File: src/rtl/fetch_sequencer_pkg.sv
// Shared definitions for the instruction fetch sequencer: FSM encoding,
// PC word-address width and the default reset PC.
package fetch_sequencer_pkg;

    typedef enum logic [1:0] {
        IDLE  = 2'd0,
        FETCH = 2'd1,
        HOLD  = 2'd2
    } state_t;

    localparam int          PC_WORD_W        = 12;
    localparam logic [31:0] DEFAULT_RESET_PC = 32'h0000_0000;

    // Only bits [13:2] of a byte address are ever stored as the PC.
    function automatic logic [PC_WORD_W-1:0] pc_word(input logic [31:0] byte_addr);
        return byte_addr[PC_WORD_W+1:2];
    endfunction

endpackage

File: src/rtl/fetch_sequencer_pc_register.sv
// 12-bit word-address PC register with synchronous reset value and load enable.
module pc_register
    import fetch_sequencer_pkg::*;
#(
    parameter logic [PC_WORD_W-1:0] RESET_VAL = '0
) (
    input  logic                 clk,
    input  logic                 rst,
    input  logic                 load,
    input  logic [PC_WORD_W-1:0] d,
    output logic [PC_WORD_W-1:0] q
);

    always_ff @(posedge clk) begin
        if (rst) begin
            q <= RESET_VAL;
        end else if (load) begin
            q <= d;
        end
    end

endmodule

File: src/rtl/fetch_sequencer.sv
// Single-outstanding instruction fetch sequencer: requests a word at pc,
// holds it until downstream accepts, then advances pc to new_pc.
module fetch_sequencer
    import fetch_sequencer_pkg::*;
#(
    parameter logic [31:0] RESET_PC = DEFAULT_RESET_PC,
    parameter int          CNT_W    = 16
) (
    input  logic             clk,
    input  logic             rst,
    input  logic [31:0]      new_pc,
    input  logic             redirect,
    output logic [31:0]      pc,
    output logic             imem_req,
    output logic [31:0]      imem_addr,
    input  logic             imem_ready,
    input  logic [31:0]      imem_rdata,
    output logic [31:0]      instr,
    output logic             instr_valid,
    input  logic             instr_ready,
    output logic [CNT_W-1:0] fetch_count
);

    state_t               state;
    logic [PC_WORD_W-1:0] pc_word_q;
    logic                 accept;
    logic                 pc_load;

    // A held instruction is accepted only in HOLD with a valid word present.
    assign accept  = (state == HOLD) && instr_valid && instr_ready;
    assign pc_load = redirect || accept;

    pc_register #(
        .RESET_VAL (pc_word(RESET_PC))
    ) u_pc_register (
        .clk  (clk),
        .rst  (rst),
        .load (pc_load),
        .d    (pc_word(new_pc)),
        .q    (pc_word_q)
    );

    assign pc        = {{(32-PC_WORD_W-2){1'b0}}, pc_word_q, 2'b00};
    assign imem_addr = pc;
    assign imem_req  = (state == FETCH);

    always_ff @(posedge clk) begin
        if (rst) begin
            state       <= IDLE;
            instr       <= '0;
            instr_valid <= 1'b0;
            fetch_count <= '0;
        end else if (redirect) begin
            // Redirect drops any in-flight response but still credits an accept.
            state       <= FETCH;
            instr_valid <= 1'b0;
            if (accept) begin
                fetch_count <= fetch_count + 1'b1;
            end
        end else begin
            case (state)
                IDLE: begin
                    state <= FETCH;
                end
                FETCH: begin
                    if (imem_ready) begin
                        instr       <= imem_rdata;
                        instr_valid <= 1'b1;
                        state       <= HOLD;
                    end
                end
                HOLD: begin
                    if (accept) begin
                        instr_valid <= 1'b0;
                        fetch_count <= fetch_count + 1'b1;
                        state       <= FETCH;
                    end
                end
                default: begin
                    state <= IDLE;
                end
            endcase
        end
    end

endmodule

File: config.mk
export PLATFORM = sky130hd
export DESIGN_NAME = fetch_sequencer
export DESIGN_NICKNAME = d
export VERILOG_FILES = /design/src/rtl/fetch_sequencer_pkg.sv /design/src/rtl/fetch_sequencer_pc_register.sv /design/src/rtl/fetch_sequencer.sv
export SDC_FILE = /design/constraint.sdc
export NUM_CORES = 1
export LEC_CHECK = 0
export CAP_MARGIN = 25
export CORE_ASPECT_RATIO = 0.75
export CORE_MARGIN = 2
export CORE_UTILIZATION = 35
export CTS_CLUSTER_SIZE = 25
export DETAILED_ROUTE_END_ITERATION = 16
export PLACE_DENSITY = 0.78
export REMOVE_ABC_BUFFERS = 1
export SYNTH_ARGS = -nofsm -noshare
export SYNTH_HDL_FRONTEND = slang
export SYNTH_SLANG_ARGS = --single-unit
File: constraint.sdc
create_clock -name clk -period 3.63 [get_ports clk]
set_input_delay 0.5445 -clock clk [delete_from_list [all_inputs] [get_ports clk]]
set_output_delay 0.5445 -clock clk [all_outputs]
set_load 0.005 [all_outputs]
## After elaboration in Yosys (flattened, before gate mapping)

Cells that the tools add are included.

| storage, ports and cells | value |
|---|---|
| input bits | 69 |
| register bits after elaboration | 63 |
| output and inout bits | 114 |
| logic and storage cells | 35 |

| cells by class | value |
|---|---|
| muxes and demuxes | 10 |
| bitwise gates (word level) | 1 |
| eq/ne operators | 6 |
| add/subtract/negate cells | 1 |
| reductions and logical operators | 11 |

Operators with widths:

| kind | count |
|---|---|
| $mux 16 | 3 |
| $add 16x1->16 const B | 1 |
| $pmux 2 s3 | 1 |
| $reduce_and 3->1 | 2 |
| $mux 2 | 2 |
| $reduce_and 2->1 | 2 |
| $reduce_bool 2->1 | 2 |
| $mux 1 | 3 |
| $ne 3x2->1 const B | 1 |
| $ne 3x3->1 const B | 1 |
| $eq 2x1->1 const B | 1 |
| $eq 2x2->1 const B | 1 |
| $logic_and 1x1->1 | 2 |
| $logic_not 2->1 | 1 |
| $ne 2x1->1 const B | 1 |
| $ne 2x2->1 const B | 1 |
| $pmux 1 s2 | 1 |
| $reduce_or 2->1 | 1 |
| $logic_or 1x1->1 | 1 |
| $not 1->1 | 1 |

## Logic depth before layout (Yosys ltp)

Gate-level depths: netlist (run 1).

| logic depth | value |
|---|---|
| depth after elaboration | 6 |
| mapped depth | 8 |
| gate-level depth less buffers | 6 |

## By module

A second synthesis (run 1) with hierarchy kept.

| second synthesis, totals | value |
|---|---|
| cell total of the unflattened synthesis | 336 |
| area total of the unflattened synthesis | 2,864.0 sq um |

Modules (own cells, without submodules):

| module | seq. area each (sq um) | instances | area an instance (sq um) | cells an instance |
|---|---|---|---|---|
| fetch_sequencer | 1,021.0 | 1 | 2,443.6 | 298 |
| pc_register | 240.2 | 1 | 420.4 | 38 |

## Worst setup path after synthesis (run 1)

No wires, ideal clock.

| timing path | value |
|---|---|
| path kind | register -> register |
| start point | register state[0] |
| end point | register u_pc_register.q[0] |
| data arrival time | 1.603 ns |
| data required time | 3.498 ns |
| clock period less this slack | 1.735 ns |
| stages on the path, launching flop included | 9 |
| setup time | 0.132 ns |
| buffers on the path | 2 |
| path slack | 1.895 ns |
| cell sequence | dfxtp_1 inv_1 ha_1 and3_1 buf_2 or2_2 clkbuf_1 nand2_1 a21oi_1 |

| on the way | value |
|---|---|
| cells in the longest elaborated chain, start to end | 4 |

RTL lines:

| element | line | text |
|---|---|---|
| from (decl) | fetch_sequencer.sv:24 | `state_t state;` |
| from (signal assigned) | fetch_sequencer.sv:49 | `state <= IDLE;` |
| from (signal assigned) | fetch_sequencer.sv:55 | `state <= FETCH;` |
| from (signal assigned) | fetch_sequencer.sv:63 | `state <= FETCH;` |
| $eq 2x2->1 | fetch_sequencer.sv:30 | `assign accept = (state == HOLD) && instr_valid && instr_ready;` |
| $logic_and 1x1->1 (2 in series) | fetch_sequencer.sv:30 |  |
| $logic_or 1x1->1 | fetch_sequencer.sv:31 | `assign pc_load = redirect \|\| accept;` |
| to (signal assigned) | fetch_sequencer_pc_register.sv:16 | `q <= RESET_VAL;` |
| to (signal assigned) | fetch_sequencer_pc_register.sv:18 | `q <= d;` |
| to (decl) | fetch_sequencer_pc_register.sv:11 | `output logic [PC_WORD_W-1:0] q` |

Every way passes these cells.
A chain may end at the register's enable or synchronous reset.

## Worst setup path in the final report (run 1)

| timing path | value |
|---|---|
| start point | register state[1] |
| end point | output imem_req |

| on the way | value |
|---|---|
| cells in the longest elaborated chain, start to end | 1 |

RTL lines:

| element | line | text |
|---|---|---|
| $eq 2x1->1 | fetch_sequencer.sv:45 | `assign imem_req = (state == FETCH);` |
| to (decl) | fetch_sequencer.sv:14 | `output logic imem_req,` |

Every way passes these cells.

==> impl_summary.md, run 1 <==
Place
OpenSTA, run right after detailed placement, puts the worst setup slack at 1319 ps. The number of placed instances, taps included, is approximately 550. Detailed placement finished with a half-perimeter wire length of about 4900 µm. Input and output buffers added on the ports amount to around 120.

The global placement routability congestion is approximately 0.76. The placed standard-cell area is slightly below 4000 µm².

Synthesis
The compound-gate portion of the synthesized area is 0.1087. The portion of synthesized area spent on multiplexers is 0.01060. The xor and xnor area share after synthesis is 0.02473. The instance count of the mapped netlist is 350. The cell area that synthesis handed to floorplanning was around 2800 µm². In the synthesized netlist the async set-or-reset flop fraction comes to 0. The count of state elements after synthesis is 63.

Counting flops with a built-in enable in the synthesized netlist gives 0. Of the total synthesized cell area, the portion taken by AND, OR, NAND and NOR gates is 0.2151. Dividing the synthesized area by the synthesized cell count gives approximately 8 µm². The main flop type after synthesis is dfxtp_1. The combinational family with the most area after synthesis is simple AND/OR/NAND/NOR gates. Yosys mapped the design onto 29 distinct sky130hd cell types. The proportion of synthesized chip area in sequential cells is 0.4452. The area share of fa/ha/maj cells after synthesis is 0.02650. The Yosys step of the flow raised 0 warnings.

Timing
Timing would allow up to about 490 MHz. The max-slew violation count is 0. Dividing the final minimum period by the clock period gives 0.5654.

In this run the tightest slew margin relative to its limit is 0.4872. Setup violations remaining at the end of the flow were counted as 0. Clock skew on the completed layout was measured at between 5 and 6 ps. Setup repair after global routing left no endpoint under its margin. The final worst-path setup slack is 1578 ps. At the pin with the least slew margin, the transition time is 766.4 ps. The minimum clock period after layout is 2052 ps. Across all hold checks on the routed design, the worst slack comes to about 450 ps.

The final-report hold violation count is 0. The accumulated negative setup slack is 0 ps.

Detailed routing
Once detail routing completed, the nets flagged for antenna violations numbered 0. In the routed design, unresolved DRC markers number 0. The number of detailed-route iterations in the first pass is 4. Dividing the detail-routed wire length by the instance count gives between 10 and 15 µm. The total number of vias is approximately 2500.

Using the TritonRoute via totals, the vias-per-cell ratio works out to ~4.5. After detailed routing, the total wire length is approximately 6700 µm. The number of design-rule violations left by the first detailed-router iteration is 96.

Setup path
Walking the worst path, the cells encountered are inv_1 > ha_1 > clkdlybuf4s50_1. For the worst setup path, the data required time is 3090 ps. The highest fanout seen on the critical path is 4. The capturing element type of the critical path is an output pin. STA classifies the critical path startpoint as a register. For the worst flop-to-flop path, the logic depth is 6.

The stage delay of the slowest cell on the critical path is ~520 ps. The largest individual stage delay along the critical path comes from the cell clkdlybuf4s50_1. In this run the register-to-register setup slack is about 1600 ps. Data on the critical path arrives at its endpoint at around 1500 ps. The class of the most critical setup path is reg2out.

Final layout
The library cells used most frequently in the layout, excluding fill and tap cells, are clkdlybuf4s50_1 (121), nand2_1 (92), dfxtp_1 (63). The share of layout cells above drive strength 1 is 0.04783. The count of placed standard cells in the final layout, fillers left out is ~570. The number of antenna diodes in the final layout is 0. The leading cell type in the layout, fill and taps excluded is clkdlybuf4s50_1. The net count of the finished layout is 530. The design area is 4098 µm². The layout overhead on the synthesized area is 44.66%.

At the end of the flow the core is filled with cells to 0.5198.

CTS
The number of clock sinks is between 60 and 70. The number of hold buffers added after CTS was 0. The number of resized instances in the post-cts repair step is 0. In this run the deepest clock path goes through 2 buffers. The clock input transition at the sequential cells of the worst setup and hold paths is 60 ps. Clock latency on the worst-skew pair, taken at its later pin, is roughly 320 ps. Post-CTS timing repair inserted 0 buffers for setup. In this run the number of H-tree levels came out at 3. The tree is rooted in a clkbuf_8. The clock buffer count from CTS is 9. TritonCTS built the clock tree.

Hold path
The worst hold-check path type is reg2reg. Counting instances, the worst hold path has a depth of 2.

Die
For this configuration, the core starts out at a cell density of 0.3594. The floorplan has 28 rows. In this run the vertical extent of the chip is 81.91 µm.

The die footprint is ~8800 µm². After floorplanning, the core was sized to cover between 7000 and 8000 µm². During I/O placement, the number of pins put on the boundary was 183. The die width is between 100 and 150 µm.

Power and ir drop
The total power of the final layout is around 1.5 mW. Dividing total power by cell area gives a power density of around 360 nW/µm². The combinational cell fraction of total power is 0.132. The internal power is 1.110 mW.

The analysis attributes to cell leakage a power of between 1.5 and 2 nW. The fraction of power spent switching nets is 0.2370. The peak supply drop is slightly above 0.0002 V. The share of total power in the clock network is 0.368. The analysis attributes to net switching a power of 0.3449 mW. The sequential group share of total power is 0.500.

Flow run
Max-cap violations in this run came to 0.

Global routing
The number of antenna violations at the first check in global routing came to 0. For this run, the total global-route usage over all layers was measured as 0.1492. The wire length of the first global-routing pass is approximately 10000 µm. Entering global routing, the biggest net connects 37 pins. The leftover overflow at the end of global routing is 0. The number of global-route vias before repair came to ~2300.

Outcome
The run finished with clean final reports.
-- logic make-up (layout without fill, tap and decap cells) --
logic type,count (synthesis),count (layout)
other,1,40
AND/OR/NAND/NOR,134,134
XOR/XNOR,8,8
AO/OA/AOI/OAI,61,61
buffers and inverters,74,145
adder cells (fa/ha/maj),6,6
multiplexers,3,3
flip-flops,63,63
-- synth_stat cells (2+ instances only) --
library cell,instances,share of area
buf_4,52,0.14
nor2_1,12,0.016
xnor2_1,2,0.0062
o21ai_0,6,0.011
nand3_1,7,0.012
a21oi_1,54,0.095
inv_1,4,0.0053
nand4_1,2,0.0044
clkbuf_1,14,0.019
dfxtp_1,63,0.45
buf_1,2,0.0027
nand2_1,92,0.12
mux2i_1,3,0.011
buf_2,2,0.0035
and3_1,4,0.0088
nand4_4,2,0.015
ha_1,6,0.027
or3_1,6,0.013
xor2_1,6,0.019
and4_1,2,0.0062
-- metal layers --
metal,share of wire,vias up,routed length (µm),global-route usage
met5,0,-,0,0
met4,0.0089,0,60,0.04872
met3,0.080,8,538,0.05397
met2,0.47,101,3146,0.2472
met1,0.44,1148,2990,0.1818
li1,-,1260,-,-
-- final timing paths --
kind,startpoint,to
setup / recovery,state[1]$_SDFFE_PP0P_,imem_req
setup reg to reg,state[0]$_SDFFE_PP0P_,u_pc_register.q[5]$_SDFFE_PP0P_
hold reg to reg,instr[4]$_SDFFE_PP0P_,instr[4]$_SDFFE_PP0P_
hold / removal,instr[4]$_SDFFE_PP0P_,instr[4]$_SDFFE_PP0P_
-- registers in the layout, summed over array words and instances (netlist names) --
name and flops:
instr 32, u_pc_register.q 12, instr_valid 1, state 2
fetch_count 16
-- cell type report --
class                      instances  area, µm²
tap                              105      131.4
clock buffer                      13      158.9
clock inverter                     3      17.52
sequential                        63       1261
fill                             747       3785
timing repair buffer             125       1271
multi-input combinational        252       1242
inverter                           4      15.01
-- critical path: cells and delay by family, from the launching register on --
family	cells	cell delay, ps
adders and majority gates	1	220
buffers and inverters	2	630
DFF	1	340
-- power groups by stage --
stage | logic, mW | registers [mW] | clock network (mW)
after floorplan | 0.0537 | 0.744 | 0
after global placement | 0.185 | 0.742 | 0
after CTS | 0.194 | 0.727 | 0.560
after global routing | 0.213 | 0.730 | 0.593
final | 0.192 | 0.727 | 0.535
after detailed placement | 0.192 | 0.743 | 0
Power figures use the tool's default switching activity.
==> run 2, diff against run 1 <==
CORE_UTILIZATION = 33   (was 35)
PLACE_DENSITY = 0.77   (was 0.78)
clock period = 1.67 ns   (was 3.63 ns; I/O delays follow)
==> run 2 against run 1 <==
- cell count increased by 2.8%
- core utilization down 0.22 points
- sequential power is 120% higher
- critical path depth rose by 3
- largest power group is now clock
- register-to-register slack lost 1500 ps
- clock power grew to 3.3 times the previous value
- clock-buffer cell count decreased by 2
- highest routed layer unchanged
- die area up 5.8%
==> impl_summary.md, run 2 (synthesis results as in run 1) <==
Setup path
Along the worst path, the maximum fanout reaches 8. The worst setup path is captured at a register. The critical path is of the reg2reg type. STA puts the critical path data arrival time at 1830 ps.

For the worst setup path, the data required time is around 1900 ps. STA classifies the critical path startpoint as a register.

Global routing
After global routing the overflow that remains totals 0. The total routing resource utilization after global routing is 0.1434. The number of global-route vias before repair is 2418. The pin count of the biggest net entering global routing is 33. The number of antenna violations at the first check in global routing is 0. The first global-routing pass estimated roughly 11000 µm of wire.

Final layout
The antenna cell count is 0. For this run, the post-layout net count is between 500 and 600. In the final layout, the share of cells above drive strength 1 is 0.08879.

The count of filler cells inserted in the layout is between 700 and 800. Leaving out fill and tap cells, the most frequent cells in the layout are clkdlybuf4s50_1 (120), nand2_1 (92), dfxtp_1 (61). More flip-flops sit in one register than any other, and that register is instr. The leading cell type in the layout, fill and taps excluded is clkdlybuf4s50_1. The count of placed standard cells in the final layout, fillers left out is a little under 600. The largest registers in the layout are instr (32), fetch_count (16), u_pc_register.q (12). The flip-flop count of the largest register after layout is 32. The design area is about 4300 µm². The area growth from synthesis to layout is 53.18%. At the end of the flow the core is filled with cells to 0.5177.

Detailed routing
Dividing the detail-routed via count by the number of cells gives 4.391. The total number of vias is between 2000 and 3000. Summed over all layers, the routed wires come to 6791 µm.

Before antenna repair, the detailed router went through 4 iterations. In this run, the number of DRC markers left after iteration 0 of detailed routing was 136. After detailed routing, the number of remaining DRC violations is 0.

After detailed routing, the average wire length per cell comes to around 12 µm. In this run the remaining antenna-violating nets after routing total 0.

Place
Routability-driven placement finished with a final weighted congestion of between 0.7 and 0.8. The placed cell count is approximately 570. The wire-length estimate of the detail-placed layout is 5022 µm. The number of port buffers is ~120. Before CTS, the worst setup slack after placement is -149.5 ps. After detailed placement, the total cell area comes to approximately 4000 µm².

CTS
The deepest clock path buffer count is 2. The clock buffer count from CTS is 9. After clock tree synthesis, the clock-pin slew on the worst setup and hold paths is roughly 50 ps. TritonCTS built the clock tree. The number of hold-repair buffers added at the cts stage is 0.

The number of H-tree branching levels is 3. The number of clock sinks is between 60 and 70. The clock reaches the later pin of the worst-skew pair after 320 ps. The tree is rooted in a clkbuf_16.

Flow run
The number of max-cap violations is 0.

Power and ir drop
The standby leakage power is 1.686 nW. The worst-case IR drop observed on VDD is 0.0004647 V. The total power of the final layout is 3.779 mW.

The areal power density over the cells is between 800 and 900 nW/µm².

Die
The die is approximately 110 µm wide. The floorplan step defined a die boundary enclosing 9348 µm². The number of top-level pins is approximately 180.

The die boundary height is ~84 µm. The starting density of the core is 0.3380. In this run the standard cell core region covers between 8000 and 9000 µm². The number of core rows is 29.

Timing
Between clock sinks in the finished design, the worst skew comes to about 5.4 ps. Hold timing on the final database bottoms out at a slack of ~180 ps. Setup repair after global routing left no endpoint under its margin. The worst path needs between 1500 and 2000 ps of the cycle, external delays included.

The peak clock frequency supported by timing is around 630 MHz. In the post-route analysis, the smallest setup slack over all paths is about 83 ps. After routing, the total negative slack on setup checks comes to 0 ps. The fraction of the cycle the final worst path needs is 0.9503. The final number of setup-violating endpoints is 0. The max-slew violation count came to 0. The final-report hold violation count is 0.

Outcome
The run finished with clean final reports.

Hold path
The worst hold-check path type is in2reg.
## run 2: cell types whose count changed in the layout (fill, tap and decap cells not counted), sizes merged
cell / change
clkdlybuf4s50: -1
bufinv: +1
buf: +14
dlymetal6s2s: +1
clkbuf: -2
## run 2: what timing repair did
item,CTS,global route
endpoints found under the setup margin,7,8
resized for setup,6,6
buffers inserted,0,1
cloned,0,0
## run 2: layout make-up
class                   instances  area [µm²]  area share
flip-flops and latches         63        1264      0.2912
multi-input cells             252        1270      0.2927
clock buffers                  11       232.7     0.05363
well taps                     108       135.1     0.03114
repair buffers                139        1375      0.3169
inverters                       4       15.01    0.003460
clock inverters                 4       47.55     0.01096
## run 2: routing by layer
metal,global-route usage,wire [µm],up-vias
li1,-,-,1284
met1,0.1681,2993,1165
met2,0.2460,3241,98
met3,0.06209,530,4
met4,0.03068,25,0
met5,0,0,-
## run 2: critical path, stage by stage, from the launching register on
cell     delay, ps
dfxtp_2        320
inv_1           80
ha_2           190
and3_4         210
nand4_4        140
or4_1          430
a21oi_1        140
## run 2: path summary, 6_finish.rpt
| check | startpoint | end | slack (ps) | depth (start not counted) |
|---|---|---|---|---|
| setup / recovery | state[0]$_SDFFE_PP0P_ | fetch_count[15]$_SDFFE_PP0P_ | 80 | 6 |
| hold / removal | rst | state[0]$_SDFFE_PP0P_ | 180 | 2 |
| setup reg to reg | state[0]$_SDFFE_PP0P_ | fetch_count[15]$_SDFFE_PP0P_ | 80 | 6 |
| hold reg to reg | instr[1]$_SDFFE_PP0P_ | instr[1]$_SDFFE_PP0P_ | 450 | 2 |
## run 2: power breakdown
group	internal [mW]	switching, mW	total, mW
Clock	1.14	0.616	1.76
Combinational	0.262	0.179	0.441
Sequential	1.55	0.0290	1.58
